### config.mk
export PLATFORM = sky130hd
export DESIGN_NAME = reset_sequencer_flat
export DESIGN_NICKNAME = d
export VERILOG_FILES = /design/src/rtl/reset_sequencer_if.sv /design/src/rtl/reset_sequencer.sv /design/src/flat_wrapper.sv
export SDC_FILE = /design/constraint.sdc
export NUM_CORES = 1
export LEC_CHECK = 0
export CAP_MARGIN = 20
export CORE_MARGIN = 1.5
export CORE_UTILIZATION = 50
export CTS_CLUSTER_DIAMETER = 30
export DETAILED_ROUTE_END_ITERATION = 16
export GPL_TIMING_DRIVEN = 0
export PLACE_DENSITY = 0.79
export SLEW_MARGIN = 20
export SYNTH_ARGS = -nofsm -noshare
export SYNTH_HDL_FRONTEND = slang
export SYNTH_SLANG_ARGS = --single-unit
### constraint.sdc
create_clock -name clk -period 4.6 [get_ports clk]
set_input_delay 0.46 -clock clk [delete_from_list [all_inputs] [get_ports clk]]
set_output_delay 0.46 -clock clk [all_outputs]
set_load 0.01 [all_outputs]
### src/rtl/reset_sequencer_if.sv
// Handshake bundle between reset_sequencer (master) and the downstream stages it releases (slave).
interface reset_sequencer_if #(
  parameter int NUM_STAGES = 3
);
  logic [NUM_STAGES-1:0] stage_ready;
  logic [NUM_STAGES-1:0] stage_reset_n;
  logic                  all_ready;
  logic                  fault;
  logic [2:0]            seq_state;

  modport master (
    input  stage_ready,
    output stage_reset_n, all_ready, fault, seq_state
  );

  modport slave (
    output stage_ready,
    input  stage_reset_n, all_ready, fault, seq_state
  );
endinterface

### src/rtl/reset_sequencer.sv
// Sequenced release of NUM_STAGES downstream resets with ready handshakes and timeout fault.
// Optional macro RESET_SEQ_RETRY_EN: retry the whole sequence up to three times on ack timeout.
module reset_sequencer #(
  parameter int NUM_STAGES  = 3,
  parameter int SYNC_DEPTH  = 2,
  parameter int TICK_DIV    = 100000,
  parameter int HOLD_TICKS  = 10,
  parameter int ACK_TIMEOUT = 50
) (
  input  logic              clk,
  input  logic              reset,
  reset_sequencer_if.master seq
);

  localparam int DIV_W  = $clog2(TICK_DIV);
  localparam int TC_MAX = (HOLD_TICKS > ACK_TIMEOUT) ? HOLD_TICKS : ACK_TIMEOUT;
  localparam int TC_W   = (TC_MAX > 1) ? $clog2(TC_MAX) : 1;
  localparam int K_W    = (NUM_STAGES > 1) ? $clog2(NUM_STAGES) : 1;

  localparam logic [DIV_W-1:0] DIV_LAST  = DIV_W'(TICK_DIV - 1);
  localparam logic [TC_W-1:0]  HOLD_LAST = TC_W'(HOLD_TICKS - 1);
  localparam logic [TC_W-1:0]  ACK_LAST  = TC_W'(ACK_TIMEOUT - 1);
  localparam logic [K_W-1:0]   K_LAST    = K_W'(NUM_STAGES - 1);

  typedef enum logic [2:0] {
    ST_ASSERT   = 3'd0,
    ST_HOLD     = 3'd2,
    ST_WAIT_ACK = 3'd3,
    ST_RUN      = 3'd4,
    ST_FAULT    = 3'd5
  } state_t;

  state_t                  state_q, state_d;
  logic [SYNC_DEPTH-1:0]   sync_q;
  logic [DIV_W-1:0]        divCnt_q;
  logic [TC_W-1:0]         tickCnt_q;
  logic [K_W-1:0]          stageIdx_q, stageIdx_d;
  logic [NUM_STAGES-1:0]   stageRstN_q, stageRstN_d;
  logic                    allReady_q, allReady_d;
  logic                    fault_q, fault_d;
  logic                    syncOut;
  logic                    tick;
  logic                    stateEnter;
`ifdef RESET_SEQ_RETRY_EN
  logic [1:0]              retryCnt_q, retryCnt_d;
`endif

  assign syncOut    = sync_q[SYNC_DEPTH-1];
  assign tick       = (divCnt_q == DIV_LAST);
  assign stateEnter = (state_d != state_q);

  // Reset assertion is asynchronous; only its release is retimed through the shift chain.
  always_ff @(posedge clk or negedge reset) begin
    if (!reset) begin
      sync_q <= '0;
    end else begin
      sync_q <= {sync_q[SYNC_DEPTH-2:0], 1'b1};
    end
  end

  always_ff @(posedge clk or negedge reset) begin
    if (!reset) begin
      state_q     <= ST_ASSERT;
      divCnt_q    <= '0;
      tickCnt_q   <= '0;
      stageIdx_q  <= '0;
      stageRstN_q <= '0;
      allReady_q  <= 1'b0;
      fault_q     <= 1'b0;
`ifdef RESET_SEQ_RETRY_EN
      retryCnt_q  <= '0;
`endif
    end else begin
      state_q     <= state_d;
      stageIdx_q  <= stageIdx_d;
      stageRstN_q <= stageRstN_d;
      allReady_q  <= allReady_d;
      fault_q     <= fault_d;
`ifdef RESET_SEQ_RETRY_EN
      retryCnt_q  <= retryCnt_d;
`endif
      // Tick timing restarts on every state entry so hold/timeout windows are exact.
      if (stateEnter) begin
        divCnt_q  <= '0;
        tickCnt_q <= '0;
      end else begin
        divCnt_q <= tick ? '0 : divCnt_q + DIV_W'(1);
        if (tick && (state_q == ST_HOLD || state_q == ST_WAIT_ACK)) begin
          tickCnt_q <= tickCnt_q + TC_W'(1);
        end
      end
    end
  end

  always_comb begin
    state_d     = state_q;
    stageIdx_d  = stageIdx_q;
    stageRstN_d = stageRstN_q;
    allReady_d  = allReady_q;
    fault_d     = fault_q;
`ifdef RESET_SEQ_RETRY_EN
    retryCnt_d  = retryCnt_q;
`endif
    case (state_q)
      ST_ASSERT: begin
        if (syncOut) begin
          state_d    = ST_HOLD;
          stageIdx_d = '0;
        end
      end
      ST_HOLD: begin
        if (tick && tickCnt_q == HOLD_LAST) begin
          stageRstN_d[stageIdx_q] = 1'b1;
          state_d                 = ST_WAIT_ACK;
        end
      end
      ST_WAIT_ACK: begin
        // Ready is checked before the timeout so a same-edge ack still counts.
        if (seq.stage_ready[stageIdx_q]) begin
          if (stageIdx_q == K_LAST) begin
            state_d    = ST_RUN;
            allReady_d = &seq.stage_ready;
          end else begin
            stageIdx_d = stageIdx_q + K_W'(1);
            state_d    = ST_HOLD;
          end
        end else if (tick && tickCnt_q == ACK_LAST) begin
`ifdef RESET_SEQ_RETRY_EN
          if (retryCnt_q != 2'd3) begin
            retryCnt_d  = retryCnt_q + 2'd1;
            stageRstN_d = '0;
            stageIdx_d  = '0;
            state_d     = ST_HOLD;
          end else begin
            state_d = ST_FAULT;
          end
`else
          state_d = ST_FAULT;
`endif
        end
      end
      ST_RUN: begin
        allReady_d = &seq.stage_ready;
        if (!(&seq.stage_ready)) begin
          state_d = ST_FAULT;
        end
      end
      ST_FAULT: begin
        state_d = ST_FAULT;
      end
      default: begin
        state_d = ST_FAULT;
      end
    endcase

    if (state_d == ST_FAULT) begin
      stageRstN_d = '0;
      allReady_d  = 1'b0;
      fault_d     = 1'b1;
    end
  end

  assign seq.stage_reset_n = stageRstN_q;
  assign seq.all_ready     = allReady_q;
  assign seq.fault         = fault_q;
  assign seq.seq_state     = state_q;

endmodule

### src/flat_wrapper.sv
// flat-port wrapper written by rule: the top's interface ports become plain ports
module reset_sequencer_flat 
#(
  parameter int NUM_STAGES  = 3,
  parameter int SYNC_DEPTH  = 2,
  parameter int TICK_DIV    = 100000,
  parameter int HOLD_TICKS  = 10,
  parameter int ACK_TIMEOUT = 50
)
  (clk, reset, seq_stage_ready, seq_stage_reset_n, seq_all_ready, seq_fault, seq_seq_state);
  reset_sequencer_if #(.NUM_STAGES(NUM_STAGES)) seq_i ();
  input  logic clk;
  input  logic reset;
  input wire logic [$bits(seq_i.stage_ready)-1:0] seq_stage_ready;
  output wire logic [$bits(seq_i.stage_reset_n)-1:0] seq_stage_reset_n;
  output wire logic [$bits(seq_i.all_ready)-1:0] seq_all_ready;
  output wire logic [$bits(seq_i.fault)-1:0] seq_fault;
  output wire logic [$bits(seq_i.seq_state)-1:0] seq_seq_state;
  assign seq_i.stage_ready = seq_stage_ready;
  assign seq_stage_reset_n = seq_i.stage_reset_n;
  assign seq_all_ready = seq_i.all_ready;
  assign seq_fault = seq_i.fault;
  assign seq_seq_state = seq_i.seq_state;
  reset_sequencer #(.NUM_STAGES(NUM_STAGES), .SYNC_DEPTH(SYNC_DEPTH), .TICK_DIV(TICK_DIV), .HOLD_TICKS(HOLD_TICKS), .ACK_TIMEOUT(ACK_TIMEOUT)) u_core (.clk(clk), .reset(reset), .seq(seq_i));
endmodule
== Word level (Yosys, flattened, before mapping) ==
Cells that the tools add are included.
Operators by class
  add/sub/neg operators: 3
  multiplexer cells: 26
  $lt $le $gt $ge: 2
  reduce and logical (&&, ||, !) cells: 15
  equality and inequality tests: 14
  bitwise operators: 1
Operator list (number)
  $mux W17: 2
  $mux W3: 9
  $add A17 B1 Y17 const B: 1
  $eq A17 B17 Y1 const B: 1
  $mux W6: 2
  $pmux W3 S4: 1
  $reduce_bool A2 Y1: 4
  $add A6 B1 Y6 const B: 1
  $eq A3 B2 Y1 const B: 2
  $eq A3 B3 Y1 const B: 2
  $eq A6 B4 Y1 const B: 1
  $eq A6 B6 Y1 const B: 1
  $mux W2: 3
  $ne A3 B3 Y1 const B: 2
  $reduce_and A3 Y1: 2
  $mux W1: 5
  $logic_and A1 B1 Y1: 4
  $ne A2 B2 Y1 const B: 2
  $pmux W2 S2: 1
  $reduce_and A4 Y1: 1
  $logic_not A3 Y1: 1
  $lt A2 B3 Y1 const B: 1
  $ne A3 B3 Y1: 1
  $or A3 B3 Y3: 1
  other kinds (10): 10
Word-level totals
  input bits: 5
  output and inout port bits: 8
  register bits: 35
  word-level logic and storage cells: 69

== Longest topological paths before layout ==
  word-level depth: 8
  depth in mapped cells: 8
  gate-level depth less buffers: 7

== Worst setup path after synthesis ==
OpenSTA, ideal clock, no wires.
  path type: reg2reg
  start point: reg u_core.divCnt_q[0]
  end point: reg u_core.tickCnt_q[4]
  setup time: 80 ps
  path buffers: 2
  data required time: 4520 ps
  clock period less this slack: 1885 ps
  stages on the path, launching flop included: 9
  path slack: 2715 ps
  data arrival time: 1805 ps
  cells stage by stage: dfrtp_1 -> ha_1 -> and4_1 -> buf_2 -> and4_4 -> a211oi_2 -> o21ai_2 -> buf_6 -> nor3_2
Between the ends
  cells in the longest elaborated chain, start to end: 7
  elaborated cells between the ends (all ways): 11
  classes of those cells: eq/ne (2); mux (5); reduce/logical (4)
RTL lines
  start: declaration: RTL line reset_sequencer.sv:35  | logic [DIV_W-1:0] divCnt_q;
  start signal: assignment: RTL line reset_sequencer.sv:87  | divCnt_q <= tick ? '0 : divCnt_q + DIV_W'(1);
  $eq A17 B17 Y1 (*): RTL line reset_sequencer.sv:49  | assign tick = (divCnt_q == DIV_LAST);
  $logic_and A1 B1 Y1: RTL line reset_sequencer.sv:127  | end else if (tick && tickCnt_q == ACK_LAST) begin
  $mux W3: RTL line reset_sequencer.sv:127
  $mux W3: RTL line reset_sequencer.sv:119  | if (seq.stage_ready[stageIdx_q]) begin
  $pmux W3 S4: RTL line reset_sequencer.sv:104  | case (state_q)
  $ne A3 B3 Y1: RTL line reset_sequencer.sv:50  | assign stateEnter = (state_d != state_q);
  $mux W6 or $reduce_bool A2 Y1 (tied branches)
  end signal: assignment: RTL line reset_sequencer.sv:89  | tickCnt_q <= tickCnt_q + TC_W'(1);
  end: declaration: RTL line reset_sequencer.sv:36  | logic [TC_W-1:0] tickCnt_q;
Mark *: on every way between the ends. The rest lies on a longest branch, timed or not.
A chain may end at the register's enable or synchronous reset.

== Worst setup path after layout ==
  start point: reg u_core.divCnt_q[0]
  end point: reg u_core.divCnt_q[14]
Between the ends
  cells in the longest elaborated chain, start to end: 7
  elaborated cells between the ends (all ways): 11
  classes of those cells: add/sub (1); eq/ne (2); mux (6); reduce/logical (2)
RTL lines
  $eq A17 B17 Y1: RTL line reset_sequencer.sv:49
  $logic_and A1 B1 Y1: RTL line reset_sequencer.sv:127
  $mux W3: RTL line reset_sequencer.sv:127
  $mux W3: RTL line reset_sequencer.sv:119
  $pmux W3 S4: RTL line reset_sequencer.sv:104
  $ne A3 B3 Y1: RTL line reset_sequencer.sv:50
  $mux W17 (*): RTL line reset_sequencer.sv:83  | if (stateEnter) begin
Marked as above.

==> impl_metrics.json <==
{
  "status": "finished clean",
  "max_clock_freq_mhz": 485,
  "synth_top_flop_cell": "dfrtp_1",
  "grt_max_degree": 22,
  "grt_usage_pct": 19.6,
  "setup_violations": 0,
  "synthCells": 194,
  "async_flop_share_pct": 100,
  "critical_path_arrival_ns": 2.28,
  "antenna_found_initial": 0,
  "critPathKind": "flop to flop",
  "drc": 0,
  "critPathMaxFanout": 10,
  "area_growth_pct": 14.4,
  "overflow": 0,
  "max_stage_delay_ns": 0.41,
  "clock_latency_ns": 0.29,
  "ctsHoldBuffers": 0,
  "max-cap-violations": 0,
  "synth-edff-count": 0,
  "clock_skew_ns": 0.00829,
  "synth_top_cell_area_share_pct": 43.9,
  "vias": 1457,
  "design.core.area_mm2": 0.00374,
  "netlist_area_mm2": 0.00200,
  "p_leak_uw": 0.00101,
  "worstMarginPinSlew_ns": 0.609,
  "layout-drive-gt1-share_pct": 16.3,
  "finalWorstPathRequiredPeriod_ns": 2.06,
  "nFillCells": 326,
  "clockBufferDepth": 2,
  "clk_pin_slew_ns": 0.07,
  "grt_pass1_vias": 1410,
  "slew_violations": 0,
  "rsz0062_at_grt": "no",
  "wl_per_cell_um": 13.9,
  "ant_nets": 0,
  "hold_viol_final": 0,
  "worst-path-buf-inv": 2,
  "gp_congestion": 0.824,
  "nets": 225,
  "wl_um": 3660,
  "setup_slack_ns": 2.54,
  "postCtsSetupRepairBufs": 0,
  "cts_tree": "built",
  "cts_resized": 0,
  "crit_path_end_kind": "flop",
  "worstPathRequired_ns": 4.82,
  "slew_headroom_pct": 59.1,
  "n_antenna_cell": 0,
  "dp.cells": 255,
  "critPathSlowestCell": "dfrtp_1",
  "dr.pass1.iters": 4,
  "post-place-ws_ns": 2.32,
  "final.period_utilization_pct": 44.8,
  "vias_per_cell": 5.54,
  "dp_hpwl_um": 2690,
  "grt_pass1_wl_um": 6400,
  "num_io_pins": 13,
  "min_path_type": "input pin to asynchronous set/reset pin",
  "clkSinkCount": 35,
  "rows": 22,
  "cts_root_buffer": "clkbuf_8",
  "peakVddDrop_v": 0.000267,
  "die_y_um": 66.2,
  "fin_cells": 263,
  "die_area_mm2": 0.00438,
  "die_w_um": 66.2,
  "powerDensity_mw_per_mm2": 320,
  "syn_avg_cell_area_um2": 10.3,
  "yosysSeqAreaShare_pct": 43.9,
  "fin_util_pct": 61.0,
  "path_delay_family": "simple AND/OR/NAND/NOR gates",
  "synth_nets": 205,
  "tns_ns": 0,
  "cts_buffers": 5,
  "htreeDepth": 2,
  "io_buffers": 12,
  "yosys_warnings": 0,
  "drt_iter0_drc": 48,
  "synth.distinct_cells": 43,
  "yosysTopAreaCell": "dfrtp_1",
  "yosys-top-cells-area": "dfrtp_1 44%, nor3_2 5.0%, xnor2_1 4.4%",
  "power.total_uw": 731,
  "cp-start-kind": "flop",
  "crit_chain": "ha_1 > and4_1 > buf_2 > and4_4 > a211oi_2 > o21ai_2 > buf_6 > nor3_2",
  "synth-seq-cells": 35,
  "start_util_pct": 53.3
}
## cells in the final DEF (no fill, tap or decap), types with 4 or more instances in the layout
master           instances
ha_1                     6
inv_1                    9
nand4_1                  5
a21oi_1                  7
nand2b_1                 4
nand3_1                 10
nand2_1                 12
nor2_1                  21
and3_1                   5
clkbuf_8                 5
dfrtp_1                 35
nor3_1                   7
mux2i_1                  5
nor3_2                  10
xnor2_1                 10
clkdlybuf4s50_1         11
xor2_1                  10
## power breakdown
part	leakage, µW	total, µW	switching (µW)	internal [µW]
Clock	0.0000412	218	112	106
Sequential	0.000445	374	33.6	341
Combinational	0.000527	138	71.4	66.9
Total	0.00101	731	217	513
## cell usage after synthesis (2+ instances only)
cell      number
a21oi_1        7
a31oi_1        2
and3_1         5
and4bb_1       3
buf_2          2
buf_6          3
dfrtp_1       35
ha_1           6
inv_1          9
mux2i_1        5
nand2_1       12
nand2b_1       4
nand3_1       10
nand3b_1       2
nand4_1        5
nor2_1        21
nor2b_1        2
nor3_1         7
nor3_2        10
o21ai_0        2
o21ai_2        2
xnor2_1       10
xor2_1        10
## worst paths after layout
kind	from	endpoint	slack, ns	cells past startpoint
worst max-delay path	u_core.divCnt_q[0]$_DFF_PN0_	u_core.divCnt_q[14]$_DFF_PN0_	2.54	8
worst min-delay path	reset	u_core.divCnt_q[13]$_DFF_PN0_	0.08	1
worst max register to register	u_core.divCnt_q[0]$_DFF_PN0_	u_core.divCnt_q[14]$_DFF_PN0_	2.54	8
worst min register to register	u_core.sync_q[0]$_DFF_PN0_	u_core.sync_q[1]$_DFF_PN0_	0.35	0
max in group asynchronous	reset	u_core.divCnt_q[0]$_DFF_PN0_	4.08	2
min in group clk	u_core.sync_q[0]$_DFF_PN0_	u_core.sync_q[1]$_DFF_PN0_	0.35	0
## state kept, by name, indices dropped and copies added, names as in the netlist
register / flops
u_core.divCnt_q: 17
u_core.seq.all_ready: 1
u_core.seq.fault: 1
u_core.seq.seq_state: 3
u_core.seq.stage_reset_n: 3
u_core.stageIdx_q: 2
u_core.sync_q: 2
u_core.tickCnt_q: 6
## layout make-up
class / instances / area (µm²) / area share, %
multi-input combinational: 144 / 1040 / 45.5
sequential: 35 / 876 / 38.3
timing repair buffer: 13 / 143 / 6.24
inverter: 9 / 33.8 / 1.48
clock buffer: 6 / 72.6 / 3.18
buffer: 6 / 47.5 / 2.08
tap: 48 / 60.1 / 2.63
clock inverter: 2 / 12.5 / 0.548
## worst reg2reg max path: cells and delay by family, from the launching register on
| family | cells | cell delay, ns |
|---|---|---|
| AO/OA/AOI/OAI | 2 | 0.44 |
| adder cells (fa/ha/maj) | 1 | 0.24 |
| buffers and inverters | 2 | 0.35 |
| flip-flops | 1 | 0.41 |
| AND/OR/NAND/NOR | 3 | 0.55 |
## logic make-up after synthesis
group	Yosys count	share of synthesized area, %
xor+xnor	20	8.77
other cells	1	0.188
flops	35	43.9
buf+inv	15	4.07
mux	5	2.51
compound gates	20	7.33
simple gates	92	29.5
fa+ha+maj	6	3.76
## layer usage
layer / track usage, % / vias up / wire (µm)
li1: - / 719 / -
met1: 26.5 / 696 / 1740
met2: 28.9 / 34 / 1680
met3: 4.94 / 8 / 163
met4: 9.95 / 0 / 86
met5: 0 / - / 0
## stage by stage
stage	instance area, µm²	hold WS [ns]
2_1_floorplan	2000	0.164
3_3_place_gp	2180	0.337
3_5_place_dp	2200	0.341
4_1_cts	2280	0.0837
5_1_grt	2280	0.0954
6_report	2280	0.0827
Note: power is estimated with default switching activity, not from simulation.
